--- src/rtl/ddc_mux_tdm_scheduler_if.sv ---
// Bus between the DDC channel bank, the TDM scheduler and the serial I/Q demux.
// master: scheduler side; slave: the requesting channels plus the downstream sink.
interface ddc_mux_tdm_scheduler_if #(
   parameter int DATA_WIDTH = 24,
   parameter int NUM_CH     = 4
);
   logic [NUM_CH-1:0]            Ch_Valid;
   logic [NUM_CH*DATA_WIDTH-1:0] Ch_Data_I;
   logic [NUM_CH*DATA_WIDTH-1:0] Ch_Data_Q;
   logic [NUM_CH-1:0]            Ch_Ack;
   logic                         Sink_Full;
   logic [DATA_WIDTH-1:0]        Data_Out;
   logic                         Data_Out_Valid;
   logic [3:0]                   Data_Out_ChIdx;
   logic [2:0]                   Grant_Ch;
   logic                         Busy;

   modport master (
      input  Ch_Valid, Ch_Data_I, Ch_Data_Q, Sink_Full,
      output Ch_Ack, Data_Out, Data_Out_Valid, Data_Out_ChIdx, Grant_Ch, Busy
   );

   modport slave (
      output Ch_Valid, Ch_Data_I, Ch_Data_Q, Sink_Full,
      input  Ch_Ack, Data_Out, Data_Out_Valid, Data_Out_ChIdx, Grant_Ch, Busy
   );
endinterface

--- src/rtl/ddc_mux_tdm_scheduler.sv ---
// Round-robin TDM scheduler: serializes one channel's I/Q pair per burst onto the shared
// serial bus with shaped valid pulses; data and channel index are stable across each HI+LO window.
module ddc_mux_tdm_scheduler #(
   parameter int DATA_WIDTH = 24,
   parameter int NUM_CH     = 4,
   parameter int VALID_HI   = 2,
   parameter int VALID_LO   = 2
) (
   input  logic                    CLK,
   input  logic                    RST,
   ddc_mux_tdm_scheduler_if.master bus
);
   localparam int PH_MAX = (VALID_HI > VALID_LO) ? VALID_HI : VALID_LO;
   localparam int PH_W   = (PH_MAX > 1) ? $clog2(PH_MAX) : 1;
   localparam logic [PH_W-1:0] HI_LOAD = PH_W'(VALID_HI - 1);
   localparam logic [PH_W-1:0] LO_LOAD = PH_W'(VALID_LO - 1);

   typedef enum logic [2:0] {IDLE, I_HI, I_LO, Q_HI, Q_LO} state_t;

   state_t                 state_q, state_nxt;
   logic [PH_W-1:0]        phase_q, phase_nxt;
   logic [2:0]             rr_q, rr_nxt;
   logic [2:0]             grant_q, grant_nxt;
   logic [NUM_CH-1:0]      ack_q, ack_nxt;
   logic [DATA_WIDTH-1:0]  dout_q, dout_nxt;
   logic [3:0]             chidx_q, chidx_nxt;
   logic [DATA_WIDTH-1:0]  capq_q, capq_nxt;

   logic [7:0]             vld8;
   logic [2:0]             cand;
   logic [2:0]             pick;
   logic                   found;

   assign vld8 = 8'(bus.Ch_Valid);

   // Walk from the farthest offset down so the nearest requester to rr_q wins.
   always_comb begin
      found = 1'b0;
      pick  = 3'd0;
      cand  = 3'd0;
      for (int i = NUM_CH - 1; i >= 0; i--) begin
         cand = 3'((int'(rr_q) + i) % NUM_CH);
         if (vld8[cand]) begin
            found = 1'b1;
            pick  = cand;
         end
      end
   end

   always_comb begin
      state_nxt = state_q;
      phase_nxt = phase_q;
      rr_nxt    = rr_q;
      grant_nxt = grant_q;
      ack_nxt   = '0;
      dout_nxt  = dout_q;
      chidx_nxt = chidx_q;
      capq_nxt  = capq_q;
      case (state_q)
         IDLE: begin
            if (!bus.Sink_Full && found) begin
               state_nxt = I_HI;
               phase_nxt = HI_LOAD;
               grant_nxt = pick;
               rr_nxt    = (pick == 3'(NUM_CH - 1)) ? 3'd0 : pick + 3'd1;
               ack_nxt   = NUM_CH'(1) << pick;
               dout_nxt  = bus.Ch_Data_I[int'(pick)*DATA_WIDTH +: DATA_WIDTH];
               capq_nxt  = bus.Ch_Data_Q[int'(pick)*DATA_WIDTH +: DATA_WIDTH];
               chidx_nxt = {pick, 1'b0};
            end
         end
         I_HI: begin
            if (phase_q == '0) begin
               state_nxt = I_LO;
               phase_nxt = LO_LOAD;
            end else begin
               phase_nxt = phase_q - PH_W'(1);
            end
         end
         I_LO: begin
            if (phase_q == '0) begin
               state_nxt = Q_HI;
               phase_nxt = HI_LOAD;
               dout_nxt  = capq_q;
               chidx_nxt = {grant_q, 1'b1};
            end else begin
               phase_nxt = phase_q - PH_W'(1);
            end
         end
         Q_HI: begin
            if (phase_q == '0) begin
               state_nxt = Q_LO;
               phase_nxt = LO_LOAD;
            end else begin
               phase_nxt = phase_q - PH_W'(1);
            end
         end
         Q_LO: begin
            if (phase_q == '0) begin
               state_nxt = IDLE;
            end else begin
               phase_nxt = phase_q - PH_W'(1);
            end
         end
         default: state_nxt = IDLE;
      endcase
   end

   always_ff @(posedge CLK) begin
      if (RST) begin
         state_q <= IDLE;
         phase_q <= '0;
         rr_q    <= 3'd0;
         grant_q <= 3'd0;
         ack_q   <= '0;
         dout_q  <= '0;
         chidx_q <= 4'd0;
         capq_q  <= '0;
      end else begin
         state_q <= state_nxt;
         phase_q <= phase_nxt;
         rr_q    <= rr_nxt;
         grant_q <= grant_nxt;
         ack_q   <= ack_nxt;
         dout_q  <= dout_nxt;
         chidx_q <= chidx_nxt;
         capq_q  <= capq_nxt;
      end
   end

   assign bus.Ch_Ack         = ack_q;
   assign bus.Data_Out       = dout_q;
   assign bus.Data_Out_Valid = (state_q == I_HI) || (state_q == Q_HI);
   assign bus.Data_Out_ChIdx = chidx_q;
   assign bus.Grant_Ch       = grant_q;
   assign bus.Busy           = (state_q != IDLE);
endmodule

--- src/flat_wrapper.sv ---
// flat-port wrapper written by rule: the top's interface ports become plain ports
module ddc_mux_tdm_scheduler_flat 
#(
   parameter int DATA_WIDTH = 24,
   parameter int NUM_CH     = 4,
   parameter int VALID_HI   = 2,
   parameter int VALID_LO   = 2
)
  (CLK, RST, bus_Ch_Valid, bus_Ch_Data_I, bus_Ch_Data_Q, bus_Sink_Full, bus_Ch_Ack, bus_Data_Out, bus_Data_Out_Valid, bus_Data_Out_ChIdx, bus_Grant_Ch, bus_Busy);
  ddc_mux_tdm_scheduler_if #(.DATA_WIDTH(DATA_WIDTH), .NUM_CH(NUM_CH)) bus_i ();
  input  logic CLK;
  input  logic RST;
  input wire logic [$bits(bus_i.Ch_Valid)-1:0] bus_Ch_Valid;
  input wire logic [$bits(bus_i.Ch_Data_I)-1:0] bus_Ch_Data_I;
  input wire logic [$bits(bus_i.Ch_Data_Q)-1:0] bus_Ch_Data_Q;
  input wire logic [$bits(bus_i.Sink_Full)-1:0] bus_Sink_Full;
  output wire logic [$bits(bus_i.Ch_Ack)-1:0] bus_Ch_Ack;
  output wire logic [$bits(bus_i.Data_Out)-1:0] bus_Data_Out;
  output wire logic [$bits(bus_i.Data_Out_Valid)-1:0] bus_Data_Out_Valid;
  output wire logic [$bits(bus_i.Data_Out_ChIdx)-1:0] bus_Data_Out_ChIdx;
  output wire logic [$bits(bus_i.Grant_Ch)-1:0] bus_Grant_Ch;
  output wire logic [$bits(bus_i.Busy)-1:0] bus_Busy;
  assign bus_i.Ch_Valid = bus_Ch_Valid;
  assign bus_i.Ch_Data_I = bus_Ch_Data_I;
  assign bus_i.Ch_Data_Q = bus_Ch_Data_Q;
  assign bus_i.Sink_Full = bus_Sink_Full;
  assign bus_Ch_Ack = bus_i.Ch_Ack;
  assign bus_Data_Out = bus_i.Data_Out;
  assign bus_Data_Out_Valid = bus_i.Data_Out_Valid;
  assign bus_Data_Out_ChIdx = bus_i.Data_Out_ChIdx;
  assign bus_Grant_Ch = bus_i.Grant_Ch;
  assign bus_Busy = bus_i.Busy;
  ddc_mux_tdm_scheduler #(.DATA_WIDTH(DATA_WIDTH), .NUM_CH(NUM_CH), .VALID_HI(VALID_HI), .VALID_LO(VALID_LO)) u_core (.CLK(CLK), .RST(RST), .bus(bus_i));
endmodule
--- config.mk ---
export PLATFORM = sky130hd
export DESIGN_NAME = ddc_mux_tdm_scheduler_flat
export DESIGN_NICKNAME = d
export VERILOG_FILES = /design/src/rtl/ddc_mux_tdm_scheduler_if.sv /design/src/rtl/ddc_mux_tdm_scheduler.sv /design/src/flat_wrapper.sv
export SDC_FILE = /design/constraint.sdc
export NUM_CORES = 1
export LEC_CHECK = 0
export BUFFER_PORTS_ARGS = -buffer_cell sky130_fd_sc_hd__buf_2
export CORE_MARGIN = 2
export CORE_UTILIZATION = 48
export CTS_BUF_LIST = sky130_fd_sc_hd__clkbuf_4
export CTS_CLUSTER_DIAMETER = 200
export DETAILED_ROUTE_END_ITERATION = 8
export GPL_TIMING_DRIVEN = 0
export PLACE_DENSITY = 0.95
export SLEW_MARGIN = 25
export SYNTH_ARGS = -nofsm -noshare
export SYNTH_HDL_FRONTEND = slang
export SYNTH_SLANG_ARGS = --single-unit
--- constraint.sdc ---
create_clock -name CLK -period 4.9 [get_ports CLK]
set_clock_uncertainty 0.2 [all_clocks]
set_input_delay 0.735 -clock CLK [delete_from_list [all_inputs] [get_ports CLK]]
set_output_delay 0.735 -clock CLK [all_outputs]
set_load 0.05 [all_outputs]
==> out/summary.txt <==
First-pass GRT wire length = 23.7 mm
Remaining Overflow, GRT = 0
Clock Tree Root = clkbuf_4
DRC violations left = 0
XOR/XNOR Fraction of Synth Area = 0.00463
Largest net degree at the start of global routing = 13
Fmax = 0.362 GHz
Top FF cell, synth = dfxtp_1
Clk buf depth = 2
Post CTS Setup Buffer Count = 0
Sink Count = 63
Area delta synth->final = 38.0%
Htree depth = 3
Final Critical Period = 2.76 ns
Crit path max fanout = 10
HP Class = reg2reg
Fin nets = 947
Clock Latency Late Sink = 0.42 ns
GPL Wtd Cong = 0.884
Die height = 92.8 µm
Unrepaired setup endpoints after global routing = no
Port buffer count = 233
CTS clk-pin slew, worst paths = 0.12 ns
Reg area = 1260 µm²
PwrDens = 392 nW/µm²
Post-Place Cell Area = 5080 µm²
DR vias = 5119
Detailed Route Iter0 Violations = 385
Simple-gate share of the synthesized area = 0.315
Fraction of layout cells with a size suffix above 1 = 0.384
Synth cell types = 43
Seq cells post-synth = 63
Drt total wl = 15.7 mm
Clock tree from TritonCTS = yes
Largest family of logic cells by synthesized area = simple AND/OR/NAND/NOR gates
Final-report hold violation count = 0
Seq/Total Area, Yosys = 0.333
Worst-margin pin slew = 0.792 ns
Avg Inst Size Synth = 7.54 µm²
Critical path class = reg2reg
Avg WL per Cell = 18.4 µm
Final Setup Violations = 0
Outcome = finished, final reports clean
Slew Limit Fails = 0
Adder and majority gate portion of the synthesized area = 0.00330
Leak = 2.55 nW
Maxcap violations = 0
Number of diodes = 0
Cts repair resizes = 0
Initial antenna violation count = 0
Critical path data arrival time = 2.90 ns
Sum Neg Setup Slack = 0 ns
WP data required = 5.04 ns
DIE AREA = 8610 µm²
Vias in the first global route = 5089
Antenna-violating nets left = 0
Row Count = 32
Hold Buf Count CTS = 0
Post-synthesis cell area = 3790 µm²
Drt via density = 5.99
Max-Slew Margin vs Limit = 0.471
Die W = 92.8 µm
Core area = 7690 µm²
Synth Instances = 502
Ys Warns = 0
Synth Area in Compound Gates = 0.212
Iteration count of the initial detailed-routing pass = 7
Num CTS Buffers = 9
Fillers = 630
Detailed-placement wirelength estimate = 12.2 mm
CP Launch Type = flip-flop
Endpoint class of the critical path = flip-flop
Total Routing Usage GR = 0.356
Post-Layout Inst Area = 5230 µm²
Post-synth EDFFs = 0
Mux cell area share after synthesis = 0.0681
Period utilization = 0.563
Initial Util = 0.493
# IOs = 236
Async S/R FF share, synth = 0
Area of the multi-input gates = 2290 µm²
Peak supply drop = 0.177 mV
[worst max-delay path: stages, from the launching register on]
cell and delay [ns]:
dfxtp_1 0.51, a21oi_1 0.11, o21a_1 0.20, o21ai_2 0.41, inv_1 0.14, nor2_2 0.34
buf_2 0.34, a222oi_1 0.14, a211oi_1 0.29
[synthesized netlist by cell type (all sizes together) (3+ instances only)]
| cell | number | area [µm²] |
|---|---|---|
| nand2 | 152 | 571 |
| nand3 | 74 | 370 |
| dfxtp | 63 | 1260 |
| a32o | 37 | 370 |
| buf | 26 | 140 |
| nor2 | 25 | 98.8 |
| mux2 | 22 | 248 |
| clkbuf | 21 | 78.8 |
| o21a | 15 | 113 |
| a211oi | 12 | 90.1 |
| a222oi | 11 | 110 |
| inv | 5 | 18.8 |
| nor3 | 5 | 36.3 |
| o21ai | 4 | 23.8 |
| nor2b | 3 | 18.8 |
| nor4 | 3 | 25.0 |
[stage by stage]
step                      utilization  worst slack (ns)  total power (W)  hold slack, ns  cells
final                           0.680              2.14          0.00205           0.280    854
after detailed placement        0.661              1.80          0.00166           0.249    838
after CTS                       0.680              2.22          0.00203           0.280    854
after global placement          0.661              1.86          0.00162           0.245    838
after floorplan                     -              2.33          0.00134           0.240    503
after global routing            0.680              1.99          0.00214           0.295    854
[where the power goes]
part           leakage, nW  internal, W  switching (W)
registers            0.518     0.000604      0.0000613
logic                 1.96     0.000338       0.000671
clock network       0.0759     0.000156       0.000217
total                 2.55      0.00110       0.000949
[kinds of logic after synthesis]
| kind of cell | count (synthesis) |
|---|---|
| mux | 23 |
| fa+ha+maj | 1 |
| buf+inv | 52 |
| compound gates | 89 |
| flops | 63 |
| xor+xnor | 2 |
| simple gates | 271 |
| other cells | 1 |
[layout by cell type, fill, tap and decap left out, types with 3 or more instances in the layout]
master and count:
buf_2 246, nand2_1 152, nand3_1 74, dfxtp_1 63, a32o_1 37, nor2_1 23, clkbuf_1 21, o21a_1 15
a211oi_1 12, mux2_2 12, a222oi_1 11, mux2_1 10, clkbuf_4 9, buf_1 8, nor3_1 4, inv_1 3
o21ai_0 3, nor2b_1 3, buf_4 3, clkinv_4 3
[flip-flops by register name (all words and copies together), names as in the netlist]
name and cells:
u_core.capq_q 24, u_core.bus.Grant_Ch 2, u_core.rr_q 2, u_core.bus.Data_Out_ChIdx 3, u_core.bus.Data_Out 24, u_core.phase_q 1, u_core.state_q 3, u_core.bus.Ch_Ack 4
[routing by layer]
layer | track usage | part of all wire | vias to the layer above
li1 | - | - | 2296
met1 | 0.375 | 0.34 | 2266
met2 | 0.620 | 0.47 | 454
met3 | 0.0781 | 0.12 | 103
met4 | 0.257 | 0.066 | 0
met5 | 0 | 0 | -
[path summary, 6_finish.rpt]
path / slack (ns) / from / cells past startpoint / to
worst max register to register: 2.14 / u_core.rr_q[1] / 8 / u_core.bus.Data_Out[17]
worst max-delay path: 2.14 / u_core.rr_q[1] / 8 / u_core.bus.Data_Out[17]
worst min register to register: 0.28 / u_core.bus.Data_Out[4] / 1 / u_core.bus.Data_Out[4]
worst min-delay path: 0.28 / u_core.bus.Data_Out[4] / 1 / u_core.bus.Data_Out[4]
[area by class of cell]
cell class / count / share of cell area
plain buffers: 47 / 0.0419
clock buffers: 9 / 0.0129
clock inverters: 7 / 0.0141
inverters: 5 / 0.00359
multi-input cells: 388 / 0.438
flip-flops and latches: 63 / 0.241
well taps: 102 / 0.0244
repair buffers: 233 / 0.223
Power figures use the tool's default switching activity.
